## src/rtl/nios_system_sram_copy_master_pkg.sv

```systemverilog
// Shared definitions for the SRAM copy master: SRAM geometry and FSM state encodings.
package nios_system_sram_copy_master_pkg;

  localparam int SRAM_ADDR_W = 11;
  localparam int SRAM_DATA_W = 32;

  typedef enum logic [2:0] {
    ST_IDLE  = 3'd0,
    ST_READ  = 3'd1,
    ST_WAIT  = 3'd2,
    ST_WRITE = 3'd3,
    ST_DONE  = 3'd4
  } copy_state_e;

  // States in which a copy is in progress and abort is honoured.
  function automatic logic is_active(copy_state_e s);
    return (s == ST_READ) || (s == ST_WAIT) || (s == ST_WRITE);
  endfunction

endpackage

```

## src/rtl/nios_system_sram_copy_master_ptr.sv

```systemverilog
// Loadable word-address counter; increments modulo 2^ADDR_W so it wraps 2047 -> 0.
module nios_system_sram_copy_master_ptr #(
  parameter int ADDR_W = 11
) (
  input  logic              clk,
  input  logic              reset_n,
  input  logic              load,
  input  logic              inc,
  input  logic [ADDR_W-1:0] load_value,
  output logic [ADDR_W-1:0] value
);

  logic [ADDR_W-1:0] value_reg;

  always_ff @(posedge clk or negedge reset_n) begin
    if (!reset_n) begin
      value_reg <= '0;
    end else if (load) begin
      value_reg <= load_value;
    end else if (inc) begin
      value_reg <= value_reg + 1'b1;
    end
  end

  assign value = value_reg;

endmodule

```

## src/rtl/nios_system_sram_copy_master.sv

```systemverilog
// Avalon-MM copy engine: forward-copies word_count words inside the SRAM via READ/WAIT/WRITE
// cycles and accumulates an additive checksum of the words written.
module nios_system_sram_copy_master
  import nios_system_sram_copy_master_pkg::*;
#(
  parameter int ADDR_W       = SRAM_ADDR_W,
  parameter int DATA_W       = SRAM_DATA_W,
  parameter int READ_LATENCY = 1
) (
  input  logic                clk,
  input  logic                reset_n,
  input  logic                start,
  input  logic                abort,
  input  logic [ADDR_W-1:0]   src_addr,
  input  logic [ADDR_W-1:0]   dst_addr,
  input  logic [ADDR_W:0]     word_count,
  output logic                busy,
  output logic                done,
  output logic                aborted,
  output logic [DATA_W-1:0]   checksum,
  output logic [ADDR_W-1:0]   mem_address,
  output logic                mem_chipselect,
  output logic                mem_write,
  output logic [DATA_W/8-1:0] mem_byteenable,
  output logic [DATA_W-1:0]   mem_writedata,
  input  logic [DATA_W-1:0]   mem_readdata,
  output logic                mem_clken
);

  localparam int WAIT_W = (READ_LATENCY > 1) ? $clog2(READ_LATENCY) : 1;
  localparam logic [ADDR_W:0] MAX_COUNT = {1'b1, {ADDR_W{1'b0}}};
  localparam logic [ADDR_W:0] ONE_COUNT = {{ADDR_W{1'b0}}, 1'b1};
  localparam logic [WAIT_W-1:0] WAIT_LOAD = WAIT_W'(READ_LATENCY - 1);

  copy_state_e       state_reg, state_next;
  logic [WAIT_W-1:0] wait_cnt_reg;
  logic [ADDR_W:0]   remaining_reg;
  logic [DATA_W-1:0] data_reg;
  logic [DATA_W-1:0] checksum_reg;
  logic              aborted_reg;

  logic [ADDR_W:0]   count_clamped;
  logic              accept_start, take_abort, last_wait, write_fire, last_word;
  logic [ADDR_W-1:0] ptr_init  [2];
  logic [ADDR_W-1:0] ptr_value [2];

  assign count_clamped = (word_count > MAX_COUNT) ? MAX_COUNT : word_count;
  assign accept_start  = (state_reg == ST_IDLE) && start;
  assign take_abort    = is_active(state_reg) && abort;
  assign last_wait     = (state_reg == ST_WAIT) && (wait_cnt_reg == '0);
  assign write_fire    = (state_reg == ST_WRITE);
  assign last_word     = write_fire && (remaining_reg == ONE_COUNT);

  // Index 0 is the source pointer, index 1 the destination pointer.
  assign ptr_init[0] = src_addr;
  assign ptr_init[1] = dst_addr;

  genvar gi;
  generate
    for (gi = 0; gi < 2; gi++) begin : g_ptr
      nios_system_sram_copy_master_ptr #(.ADDR_W(ADDR_W)) u_ptr (
        .clk        (clk),
        .reset_n    (reset_n),
        .load       (accept_start),
        .inc        (write_fire),
        .load_value (ptr_init[gi]),
        .value      (ptr_value[gi])
      );
    end
  endgenerate

  always_ff @(posedge clk or negedge reset_n) begin
    if (!reset_n) begin
      state_reg <= ST_IDLE;
    end else begin
      state_reg <= state_next;
    end
  end

  always_comb begin
    state_next = state_reg;
    case (state_reg)
      ST_IDLE:  if (start) state_next = (count_clamped == '0) ? ST_DONE : ST_READ;
      ST_READ:  state_next = ST_WAIT;
      ST_WAIT:  if (last_wait) state_next = ST_WRITE;
      ST_WRITE: state_next = last_word ? ST_DONE : ST_READ;
      ST_DONE:  state_next = ST_IDLE;
      default:  state_next = ST_IDLE;
    endcase
    if (take_abort) state_next = ST_DONE;
  end

  always_comb begin
    busy           = is_active(state_reg);
    done           = (state_reg == ST_DONE);
    mem_chipselect = (state_reg == ST_READ) || (state_reg == ST_WRITE);
    mem_write      = (state_reg == ST_WRITE);
    mem_address    = '0;
    if (state_reg == ST_READ)  mem_address = ptr_value[0];
    if (state_reg == ST_WRITE) mem_address = ptr_value[1];
  end

  // The word presented during an aborted WRITE still reaches the SRAM, so it is counted.
  always_ff @(posedge clk or negedge reset_n) begin
    if (!reset_n) begin
      wait_cnt_reg  <= '0;
      remaining_reg <= '0;
      data_reg      <= '0;
      checksum_reg  <= '0;
      aborted_reg   <= 1'b0;
    end else begin
      if (accept_start) begin
        remaining_reg <= count_clamped;
        checksum_reg  <= '0;
        aborted_reg   <= 1'b0;
      end
      if (state_reg == ST_READ) wait_cnt_reg <= WAIT_LOAD;
      if ((state_reg == ST_WAIT) && !last_wait) wait_cnt_reg <= wait_cnt_reg - 1'b1;
      if (last_wait && !abort) data_reg <= mem_readdata;
      if (write_fire) begin
        checksum_reg  <= checksum_reg + data_reg;
        remaining_reg <= remaining_reg - ONE_COUNT;
      end
      if (take_abort) aborted_reg <= 1'b1;
    end
  end

  assign aborted        = aborted_reg;
  assign checksum       = checksum_reg;
  assign mem_writedata  = data_reg;
  assign mem_byteenable = '1;
  assign mem_clken      = 1'b1;

endmodule

```

## config.mk

```make
export PLATFORM = sky130hd
export DESIGN_NAME = nios_system_sram_copy_master
export DESIGN_NICKNAME = d
export VERILOG_FILES = /design/src/rtl/nios_system_sram_copy_master_pkg.sv /design/src/rtl/nios_system_sram_copy_master_ptr.sv /design/src/rtl/nios_system_sram_copy_master.sv
export SDC_FILE = /design/constraint.sdc
export NUM_CORES = 1
export LEC_CHECK = 0
export ABC_AREA = 1
export CORE_MARGIN = 10
export CORE_UTILIZATION = 65
export CTS_CLUSTER_SIZE = 14
export DETAILED_ROUTE_END_ITERATION = 10
export DONT_BUFFER_PORTS = 1
export MAX_ROUTING_LAYER = met4
export PLACE_DENSITY_LB_ADDON = 0.3
export SETUP_SLACK_MARGIN = 0.05
export SYNTH_ARGS = -nofsm -noshare
export SYNTH_HDL_FRONTEND = slang
export SYNTH_SLANG_ARGS = --single-unit
export TNS_END_PERCENT = 10
```

## constraint.sdc

```tcl
create_clock -name clk -period 4.25 [get_ports clk]
set_clock_uncertainty 0.05 [all_clocks]
set_input_delay 0.425 -clock clk [delete_from_list [all_inputs] [get_ports clk]]
set_output_delay 0.425 -clock clk [all_outputs]
set_load 0.05 [all_outputs]
```

==> flow_summary.toml, run 1 <==
[final_layout]
syn_to_final_growth_pct = 6.611
fin_nets = 1164
post-route-util_pct = 71.83
drive_gt1_share_pct = 7.056
mostFrequentLayoutCell = "nand2_1"
final_cell_mix = "nand2_1 (363), inv_1 (159), dfrtp_1 (103)"

[power]
powerDensity_nw_per_um2 = 944.1
p_leak_nw = 4.386
totalPowerFinal_mw = 7.447
vdd_drop_max_mv = 0.7347

[global_route]
grt_max_degree = 104
overflow = 0
grt_pass1_wl_mm = 33.37
grt_use_total_pct = 25.91
antenna_found_initial = 4
grt_pass1_vias = 6575

[sta]
report.final.slew_viol_count = 0
fin_crit_sh_pct = 69.21
setup_slack_ns = 1.309
slew_headroom_pct = 23.70
fmax_mhz = 340.0
finalSetupViolCount = 0
fin_setup_tns_ns = 0
period_minus_slack_ns = 2.941
worstMarginPinSlew_ns = 1.145
hold_slack_ns = 0.1469
hold_viol = 0
grt_setup_unrepaired = "no"

[synthesis]
syn_area_sq_um = 7400
netlist_top_cells_area = "dfrtp_1 (35%), nand2_1 (18%), inv_1 (8.1%), mux2_4 (6.1%), ha_1 (5.9%)"
syn_avg_cell_area_sq_um = 7.007
synthCells = 1056
synth_top_area_share_pct = 34.83
ys_seq_elements = 103
yosys_warnings = 0
yosysSeqAreaShare_pct = 34.83
synth_edf_count = 0
ys.flop_type = "dfrtp_1"
synth_cell_types = 43
yosys.area.top_type = "dfrtp_1"
async_flop_share_pct = 100.0

[critical_path]
crit_type = "flop to primary output"
worstPathMaxFanout = 29
end_kind = "primary output"
rr_worst_depth = 8
start_kind = "flop"
required_ns = 3.77
cp.arrival_ns = 2.47

[floorplanning]
dieArea_sq_um = 16050
start_util_pct = 67.37
die_h_um = 126.7
die_x_um = 126.7
fp-row-count = 38
coreArea_sq_um = 10980
pin_count = 155

[placement]
dp_hpwl_mm = 15.53
gp_congestion = 0.9802
port_buffers = 0
place_ws_ns = 1.400

[clock_network]
ctsResizeCount = 0
cts.sinks = 103
root_buffer = "clkbuf_16"
cts_tree = "done"
clk_pin_slew_ns = 0.07
ctsHtreeMaxLevel = 3
numCtsBuffers = 9
clk_latency_ns = 0.36
clock_path_buffers = 2

[routing]
wl_per_cell_um = 17.21
first_pass_iters = 5
ant_nets = 0
drt-total-wl_mm = 20.77
drt_iter0_drc = 587
post-route-drc-count = 0
num_vias = 6834
drt-vias-per-instance = 5.662

[status]
outcome = "finished, final reports clean"

[worst_hold_path]
hold_path_class = "primary input to flop"
worstHoldPathCells = 2

[run]
drv_cap = 0
synth_stat cells, types with 7 or more instances:
| cell type | number |
|---|---|
| nand2_1 | 363 |
| o22ai_1 | 16 |
| o21ai_0 | 52 |
| nand4_1 | 9 |
| a21oi_1 | 37 |
| o211ai_1 | 7 |
| clkbuf_1 | 7 |
| inv_1 | 159 |
| xor2_1 | 8 |
| nand3_1 | 66 |
| buf_2 | 12 |
| ha_1 | 35 |
| mux2_4 | 30 |
| nor3_1 | 18 |
| nor2_1 | 78 |
| dfrtp_1 | 103 |
power by group:
group / switching, mW / leakage [nW] / total [mW] / internal, mW
combinational: 2.30 / 2.93 / 3.56 / 1.27
sequential: 1.59 / 1.30 / 3.00 / 1.41
clock: 0.377 / 0.159 / 0.884 / 0.506
per-stage QoR:
step	instances	cell area (sq um)
floorplan	1060	7415
global placement	1185	7522
detailed placement	1185	7522
CTS	1203	7879
global route	1207	7889
finish	1207	7889
timing repair:
item / CTS / global route
endpoints found under the hold margin: 103 / 0
hold buffers: 2 / 0
buffers inserted: 0 / 0
area by class of cell:
type,instances,area [sq um]
inverters,163,611.8
clock buffers,12,266.5
repair buffers,16,167.7
multi-input cells,765,4028
fillers,883,3094
flip-flops and latches,103,2577
well taps,140,175.2
clock inverters,4,52.55
diodes,4,10.01
per-layer routing:
metal / wire length, um / vias to the layer above / GRT usage [%]
met3: 1822 / 37 / 7.497
met5: 0 / - / -
met2: 10030 / 311 / 42.47
met1: 8411 / 3115 / 29.55
li1: - / 3371 / -
met4: 511 / 0 / 9.444
worst paths after layout:
| check | startpoint | endpoint | slack [ns] |
|---|---|---|---|
| setup / recovery | state_reg[2]$_DFFE_PN0P_ | mem_address[0] | 1.31 |
| hold / removal | src_addr[2] | g_ptr[0].u_ptr.value[2]$_DFFE_PN0P_ | 0.15 |
| setup reg to reg | state_reg[1]$_DFFE_PN0P_ | remaining_reg[10]$_DFFE_PN0P_ | 1.36 |
| hold reg to reg | wait_cnt_reg$_DFFE_PN0P_ | wait_cnt_reg$_DFFE_PN0P_ | 0.51 |
| max in group asynchronous | reset_n | mem_writedata[18]$_DFFE_PN0P_ | 3.13 |
| min in group asynchronous | reset_n | remaining_reg[1]$_DFFE_PN0P_ | 0.60 |
critical path, cell delays in order, from the launching register on:
cell     delay (ns)
dfrtp_1        0.44
nor2_1         0.15
nand2_1        0.42
inv_2          0.60
nand2_1        0.13
o21ai_1        0.18
buf_12         0.18
cell families after synthesis:
| logic type | count (synthesis) | share of synthesized area, % |
|---|---|---|
| flops | 103 | 34.83 |
| compound gates | 134 | 10.37 |
| other cells | 1 | 0.05068 |
| simple gates | 547 | 29.91 |
| xor+xnor | 11 | 1.302 |
| buf+inv | 192 | 10.96 |
| fa+ha+maj | 36 | 6.189 |
| mux | 32 | 6.392 |
(Power assumes the default switching activity.)
==> run 2, diff against run 1 <==
--- a/config.mk
+++ b/config.mk
@@ -7,7 +7,7 @@
 export LEC_CHECK = 0
 export ABC_AREA = 1
 export CORE_MARGIN = 10
-export CORE_UTILIZATION = 65
+export CORE_UTILIZATION = 59
 export CTS_CLUSTER_SIZE = 14
 export DETAILED_ROUTE_END_ITERATION = 10
 export DONT_BUFFER_PORTS = 1
==> constraint.sdc (replaced) <==
create_clock -name clk -period 2.4 [get_ports clk]
set_clock_uncertainty 0.05 [all_clocks]
set_input_delay 0.24 -clock clk [delete_from_list [all_inputs] [get_ports clk]]
set_output_delay 0.24 -clock clk [all_outputs]
set_load 0.05 [all_outputs]
==> run 2 against run 1 <==
Compared with the run above: the run now ends with negative hold slack left; cell count up 11%; critical path type unchanged; power is 88% higher; critical path depth down 1; non-clock buffer count is 110 higher; via count grew 4.7%; worst setup slack worse by 1.1 ns; clock power rose by 62%.
==> flow_summary.toml, run 2 (synthesis gave the netlist of run 1 again) <==
[floorplanning]
die_x_um = 132.0
start_util_pct = 60.84
dieArea_sq_um = 17420
die_h_um = 132.0
coreArea_sq_um = 12160
pin_count = 155
fp-row-count = 40

[final_layout]
drive_gt1_share_pct = 12.53
mostFrequentLayoutCell = "nand2_1"
num-fill-cells = 1044
fin_nets = 1274
post-route-util_pct = 72.35
syn_to_final_growth_pct = 18.90
final_cell_mix = "nand2_1 (361), inv_1 (159), dfrtp_1 (103)"

[critical_path]
cp.arrival_ns = 1.94
crit_type = "flop to primary output"
required_ns = 2.11
start_kind = "flop"
end_kind = "primary output"
worstPathMaxFanout = 11
crit_start = "state_reg[2]$_DFFE_PN0P_"
reg2reg_from = "checksum[0]$_DFFE_PN0P_"

[status]
outcome = "complete, but fails checks"
violations = "negative hold slack"

[clock_network]
clock_path_buffers = 2
clk_latency_ns = 0.36
ctsHtreeMaxLevel = 3
cts-hold-fix-buffers = 41
numCtsBuffers = 9
root_buffer = "clkbuf_16"
cts.sinks = 103
cts_tree = "done"
clk_pin_slew_ns = 0.08

[routing]
wl_per_cell_um = 16.33
first_pass_iters = 5
post-route-drc-count = 0
num_vias = 7155
drt-vias-per-instance = 5.332
drt-total-wl_mm = 21.91
ant_nets = 0
drt_iter0_drc = 600

[sta]
period_minus_slack_ns = 2.228
setup_slack_ns = 0.1715
hold_viol = 103
fmax_mhz = 448.7
fin_crit_sh_pct = 92.85
grt_setup_unrepaired = "yes"
report.final.slew_viol_count = 0
hold_slack_ns = -0.4881
fin_setup_tns_ns = 0
finalSetupViolCount = 0
slew_headroom_pct = 36.97
worstMarginPinSlew_ns = 0.9420

[power]
totalPowerFinal_mw = 13.98
p_leak_nw = 4.884
vdd_drop_max_mv = 0.8335
powerDensity_nw_per_um2 = 1589

[worst_hold_path]
hold_path_class = "primary input to async pin"

[global_route]
grt_max_degree = 104
antenna_found_initial = 1
overflow = 0
grt_pass1_wl_mm = 35.91
grt_pass1_vias = 7115
grt_use_total_pct = 25.57

[placement]
port_buffers = 0
gp_congestion = 0.9767
place_ws_ns = 0.2812
dp_hpwl_mm = 16.16

[run]
drv_cap = 0
-- run 2: timing repair --
| action | 4_1_cts | 5_1_grt |
|---|---|---|
| endpoints found under the setup margin | 1 | 13 |
| buffers inserted | 0 | 0 |
| resized for setup | 0 | 3 |
| endpoints found under the hold margin | 144 | 103 |
-- run 2: layout make-up --
cell class                 count  area (sq um)  area share (%)
sequential                   103          2577           29.29
inverter                     163         614.3           6.982
timing repair buffer         126          1086           12.34
clock buffer                  10         229.0           2.602
antenna                        1         2.502         0.02844
tap                          168         210.2           2.389
clock inverter                 6         43.79          0.4977
multi-input combinational    765          4035           45.86
-- run 2: power breakdown --
part | internal, mW | total [mW] | switching [mW]
Combinational | 2.97 | 9.29 | 6.32
Clock | 0.713 | 1.43 | 0.716
Sequential | 2.55 | 3.26 | 0.709
-- run 2: worst paths after layout --
| kind | to | slack [ns] | cells after the start |
|---|---|---|---|
| max | mem_address[2] | 0.17 | 5 |
| min | remaining_reg[9]$_DFFE_PN0P_ | -0.49 | 0 |
| max reg2reg | checksum[24]$_DFFE_PN0P_ | 0.24 | 12 |
| min reg2reg | wait_cnt_reg$_DFFE_PN0P_ | 0.49 | 2 |
| max in group asynchronous | g_ptr[1].u_ptr.value[1]$_DFFE_PN0P_ | 2.66 | 0 |
| min in group clk | aborted$_DFFE_PN0P_ | 0.01 | 2 |
-- run 2: metal layers --
layer  vias up  share of wire, %  GRT usage (%)
met1      3277                42          30.21
met4         0               1.7          7.478
met3        34               7.3          5.907
met2       267                49          42.54
met5         -                 0              -
li1       3577                 -              -
-- run 2: metrics by stage --
step	instance area [sq um]	instances	hold slack (ns)
2_1_floorplan	7417	1060	-0.1056
6_report	8798	1342	-0.4881
3_5_place_dp	8105	1284	-0.1008
5_1_grt	8798	1342	-0.4920
3_3_place_gp	8105	1284	-0.1002
4_1_cts	8788	1341	-0.4958
-- run 2: critical path, stage by stage (launching register included) --
cell     delay, ns
dfrtp_1       0.47
nor2_2        0.17
buf_4         0.24
nand2_2       0.22
o22ai_1       0.23
buf_4         0.24
==> patch 1: new RTL, settings of run 2 <==
Add an input register stage for `mem_readdata`; this delays it by one clock. The other inputs are not delayed to match.
--- a/src/rtl/nios_system_sram_copy_master.sv
+++ b/src/rtl/nios_system_sram_copy_master.sv
@@ -32,4 +32,10 @@
   localparam logic [ADDR_W:0] ONE_COUNT = {{ADDR_W{1'b0}}, 1'b1};
   localparam logic [WAIT_W-1:0] WAIT_LOAD = WAIT_W'(READ_LATENCY - 1);
+
+  logic [DATA_W-1:0] mem_readdata_q;
+
+  always_ff @(posedge clk) begin
+    mem_readdata_q <= mem_readdata;
+  end
 
   copy_state_e       state_reg, state_next;
@@ -117,5 +123,5 @@
       if (state_reg == ST_READ) wait_cnt_reg <= WAIT_LOAD;
       if ((state_reg == ST_WAIT) && !last_wait) wait_cnt_reg <= wait_cnt_reg - 1'b1;
-      if (last_wait && !abort) data_reg <= mem_readdata;
+      if (last_wait && !abort) data_reg <= mem_readdata_q;
       if (write_fire) begin
         checksum_reg  <= checksum_reg + data_reg;
Behaviour: not the same (a bounded check fails within 4 cycles, from zero or initial values and one cycle with reset_n low).
==> patch 1 against run 2 <==
The run still ends with hold timing left; area after synthesis increased by 9.6%; core utilization increased by 2.2 points; sequential cell count increased by 32; via count increased by 6.3%; worst hold slack got worse by 53 ps; die area increased by 8.1%; maximum frequency decreased by 3.0%; power increased by 11%; count of clock-buffer cells in the layout increased by 7; setup slack got worse by 69 ps; routed wire length increased by 8.6%; cell area increased by 13%; highest routed layer unchanged.
==> patch 1: results (changes against run 2) <==
stage	metric	value	unit	change
outcome	status	finished with violations		
outcome	violated checks	hold timing		
synth	Yosys cell types	49		+14%
detailed_routing	met2 routed WL	10900	um	+1.4%
synth	post-synthesis compound-gate area fraction	8.62	%	-1.7 points
synth	post-synthesis mux area share	5.83	%	-0.56 points
global_route	antenna violations before repair	1		unchanged
global_route	GRT Total Usage	26.5	%	+0.94 points
critical_path	endpoint of the worst-slack reg-to-reg timing path	checksum[23]$_DFFE_PN0P_		
synth	Seq/Total Area, Yosys	39.7	%	+4.8 points
global_route	global-route wire length before repair	38500	um	+7.2%
power_and_ir_drop	worst vdd ir	1.06	mV	+27%
cts	H-tree Lvls	4		+1
global_route	M2 GR Usage	40.3	%	-2.3 points
sta	Final Hold Vio Count	103		unchanged
global_route	met3 GRT Util	7.47	%	+1.6 points
cts	Worst-Skew Late Latency	430	ps	+70 ps
cts	hold bufs inserted after CTS	59		+44%
cts	post-CTS setup buffers	0		unchanged
place	dpl ws	258	ps	-22.9 ps
detailed_routing	highest routed layer	met4		
synth	Post-Synth Adder-Cell Area	5.64	%	-0.54 points
final_layout	share of cells above drive strength 1	14.5	%	+1.9 points
critical_path	Worst Setup SP	state_reg[1]$_DFFE_PN0P_		
power_and_ir_drop	combinational power	9.13	mW	-2%
detailed_routing	Vias	7609		+6.3%
critical_path	Max Fanout on Critical Path	27		+16
cts	clock buffer count from CTS	17		+8
place	gpl congestion	0.956		-2.1%
place	Detailed Place HPWL	17100	um	+5.7%
detailed_routing	initial DRC count	752		+25%
cts	Root Buffer	clkbuf_16		
cts	Longest Clk Path Bufs	2		unchanged
critical_path	RR Startpoint	mem_writedata[6]$_DFFE_PN0P_		
global_route	met1 Use GR	33.2	%	+3.0 points
detailed_routing	Post-Route WL	23800	um	+8.6%
sta	hold_ws	-541	ps	-53.1 ps
sta	Least-Margin Pin Slew	697	ps	-245 ps
power_and_ir_drop	P_clk	2.54	mW	+78%
synth	Syn Area/Cell	7.52	um^2	+7.3%
detailed_routing	routed len/inst	16.9	um	+3.6%
detailed_routing	met3 WL post-DR	2200	um	+38%
power_and_ir_drop	power per cell area	1560	nW/um^2	-2.0%
critical_path	CP arrival	2010	ps	+70 ps
sta	part of the cycle the worst path needs	95.7	%	+2.9 points
place	placed cells	1315		+2.4%
global_route	largest net degree at the start of global routing	104		unchanged
synth	dominant cells by area after synthesis	dfrtp_1, nand2_1, dfxtp_1		
global_route	vias in the first global route	7465		+4.9%
synth	XOR/XNOR Fraction of Synth Area	1.08	%	-0.22 points
synth	async set-or-reset flop fraction in the synthesized netlist	76.3	%	-24 points
cts	Clock transition at path regs	60	ps	-20 ps
power_and_ir_drop	switching power	8.07	mW	+4.2%
synth	top cells by count, synth	nand2_1, inv_1, dfrtp_1		
synth	top cell type's share of synthesized area	31.8	%	-3.1 points
critical_path	Critical Path End	mem_address[9]		
power_and_ir_drop	leakage power	5.35	nW	+9.6%
place	DP Area	8770	um^2	+8.3%
detailed_routing	met1 WL	10000	um	+9.2%
-- patch 1: changes by cell type in the layout (fill, tap and decap cells not counted), sizes merged, moves of 6 or more --
cell / before / now
nand3: 66 / 76
dlygate4sd3: 41 / 59
nand2: 365 / 354
clkbuf: 10 / 17
o21ai: 53 / 41
nor3: 18 / 24
dfxtp: 0 / 32
-- patch 1: what timing repair did --
| item | in CTS | in global routing |
|---|---|---|
| resized for setup | 1 | 3 |
| endpoints found under the hold margin | 163 | 103 |
| cloned | 0 | 0 |
| setup endpoints to repair | 2 | 8 |
-- patch 1: final cells by class --
type | count | area [um^2]
clock inverter | 15 | 146
inverter | 165 | 624
antenna | 1 | 2.50
sequential | 135 | 3220
tap | 176 | 220
multi-input combinational | 755 | 4100
clock buffer | 17 | 425
timing repair buffer | 143 | 1220
fill | 1001 | 3390
-- patch 1: worst max-delay path: stages (launching register included) --
cell and delay (ps):
dfrtp_1 400, inv_2 90, nor2_4 170, nand2_8 180, buf_4 270, o21ai_1 220, buf_4 240
==> patch 2: new RTL, settings of run 2 <==
Without the edit above. Set the package constant `SRAM_DATA_W` to 48 (it was 32).
--- a/src/rtl/nios_system_sram_copy_master_pkg.sv
+++ b/src/rtl/nios_system_sram_copy_master_pkg.sv
@@ -3,5 +3,5 @@
 
   localparam int SRAM_ADDR_W = 11;
-  localparam int SRAM_DATA_W = 32;
+  localparam int SRAM_DATA_W = 48;
 
   typedef enum logic [2:0] {
Ports: changed (resized checksum, mem_byteenable, mem_readdata and mem_writedata); port bits go from 155 to 205. The function was not compared with the original's and may differ.
==> patch 2 against run 2 <==
The flow still finishes with violations (hold timing); first-iteration DRC count rose by 83%; sequential cell count rose by 32; cell area rose by 44%; register-to-register slack got worse by 140 ps; area after synthesis rose by 38%; sequential power rose by 28%; count of clock-buffer cells in the layout rose by 8; routed wire length rose by 58%; setup slack got worse by 69 ps; power rose by 33%; critical endpoint is now checksum[34]$_DFFE_PN0P_; global-route usage rose by 5.4 points; sequential share of layout area fell by 2.6 points.
==> patch 2: results (changes against run 2) <==
stage	metric	value	unit	change
detailed_routing	First-pass DRT Iterations	6		+1
global_route	antenna violations before repair	0		-1
cts	Root Buffer	clkbuf_16		
synth	XOR/XNOR Fraction of Synth Area	0.859	%	-0.44 points
synth	Post-Synth Adder-Cell Area	6.46	%	+0.27 points
synth	Top FF cell, synth	dfrtp_1		
synth	Yosys cell types	47		+9.3%
final_layout	Fill cells	1316		+26%
critical_path	Worst R2R Setup Slack	100	ps	-140 ps
cts	H-tree Lvls	4		+1
sta	Final Hold Vio Count	135		+31%
sta	Least-Margin Pin Slew	560	ps	-382 ps
synth	top cells by count, synth	nand2_1, inv_1, dfrtp_1		
final_layout	Layout Utilization	75.5	%	+3.2 points
final_layout	share of cells above drive strength 1	14.5	%	+2.0 points
detailed_routing	initial DRC count	1096		+83%
min_path	worst min-delay path category	in -> async		
synth	Synth warnings	0		unchanged
critical_path	Max Fanout on Critical Path	5		-6
cts	Clock transition at path regs	60	ps	-20 ps
detailed_routing	Vias	10597		+48%
final_layout	# diodes	0		-1
synth	post-synthesis compound-gate area fraction	8.70	%	-1.7 points
cts	clock buffer count from CTS	17		+8
critical_path	RR Startpoint	checksum[6]$_DFFE_PN0P_		
outcome	status	finished with violations		
cts	hold bufs inserted after CTS	75		+83%
place	DP Area	11200	um^2	+39%
global_route	largest net degree at the start of global routing	136		+31%
detailed_routing	routed len/inst	17.9	um	+9.6%
critical_path	CP arrival	2560	ps	+620 ps
sta	hold_ws	-540	ps	-51.9 ps
global_route	global-route wire length before repair	54800	um	+52%
detailed_routing	number of vias per cell	5.47		+2.7%
critical_path	CP delay by family, top	simple AND/OR/NAND/NOR gates		
critical_path	Largest stage delay, worst path	400	ps	-70 ps
cts	Worst-Skew Late Latency	430	ps	+70 ps
power_and_ir_drop	leakage power	7.05	nW	+44%
place	placed cells	1830		+43%
synth	dominant cells by area after synthesis	dfrtp_1, nand2_1, inv_1		
synth	Post-Synthesis Cells	1513		+43%
critical_path	endpoint of the worst-slack reg-to-reg timing path	checksum[34]$_DFFE_PN0P_		
synth	post-synthesis mux area share	6.04	%	-0.35 points
synth	async set-or-reset flop fraction in the synthesized netlist	100	%	unchanged
critical_path	R2R cell count	12		unchanged
global_route	GRT Total Usage	31.0	%	+5.4 points
place	Detailed Place HPWL	25700	um	+59%
place	gpl congestion	0.985		+0.87%
global_route	vias in the first global route	10414		+46%
outcome	violated checks	hold timing		
synth	Seq/Total Area, Yosys	33.1	%	-1.7 points
place	dpl ws	42.3	ps	-239 ps
power_and_ir_drop	worst vdd ir	1.14	mV	+37%
-- patch 2: cell types whose count changed after synthesis, moves of 16 or more --
| cell | before | now |
|---|---|---|
| nand2_1 | 363 | 544 |
| inv_1 | 159 | 259 |
| nor2_1 | 78 | 116 |
| dfrtp_1 | 103 | 135 |
| nand3_1 | 66 | 93 |
| mux2_2 | 2 | 28 |
| ha_1 | 35 | 51 |
-- patch 2: area by class of cell --
class | instances | area share [%]
multi-input cells | 1085 | 44.9
flip-flops and latches | 135 | 26.7
repair buffers | 202 | 13.7
inverters | 263 | 7.82
clock buffers | 18 | 3.39
well taps | 220 | 2.17
clock inverters | 13 | 1.34
-- patch 2: power breakdown --
group	internal, mW	switching (mW)
clock network	1.64	1.10
logic	3.66	8.04
registers	3.27	0.888
total	8.57	10.0
-- patch 2: how the worst max path moves through the flow --
stage	start	end	slack (ps)
after global routing	mem_writedata[7]$_DFFE_PN0P_	checksum[33]$_DFFE_PN0P_	20
after global placement	mem_writedata[8]$_DFFE_PN0P_	checksum[34]$_DFFE_PN0P_	50
final	checksum[6]$_DFFE_PN0P_	checksum[34]$_DFFE_PN0P_	100
after floorplan	state_reg[2]$_DFFE_PN0P_	mem_address[0]	20
after detailed placement	checksum[6]$_DFFE_PN0P_	checksum[34]$_DFFE_PN0P_	40
after CTS	mem_writedata[7]$_DFFE_PN0P_	checksum[33]$_DFFE_PN0P_	60
-- patch 2: per-layer routing --
metal  up-vias  part of all wire (%)  track usage, %  routed length, um
met1      4877                    42            39.7              14500
met4         0                   1.7            7.60                575
met5         -                     0               -                  0
li1       5157                     -               -                  -
met3        50                    10            6.47               3530
met2       513                    46            49.3              16100
-- patch 2: logic make-up (layout without fill, tap and decap cells) --
group,after synthesis,count (layout)
AOI/OAI and AO/OA,152,152
buffers and inverters,299,496
DFF,135,135
adders and majority gates,52,52
and+or+nand+nor,816,816
other,1,7
xor gates and xnor gates,10,10
muxes,48,48
-- patch 2: timing repair --
item,4_1_cts,5_1_grt
gates cloned,0,0
endpoints found under the hold margin,213,135
gates resized for setup,1,22
endpoints found under the setup margin,1,27
buffers inserted,0,0
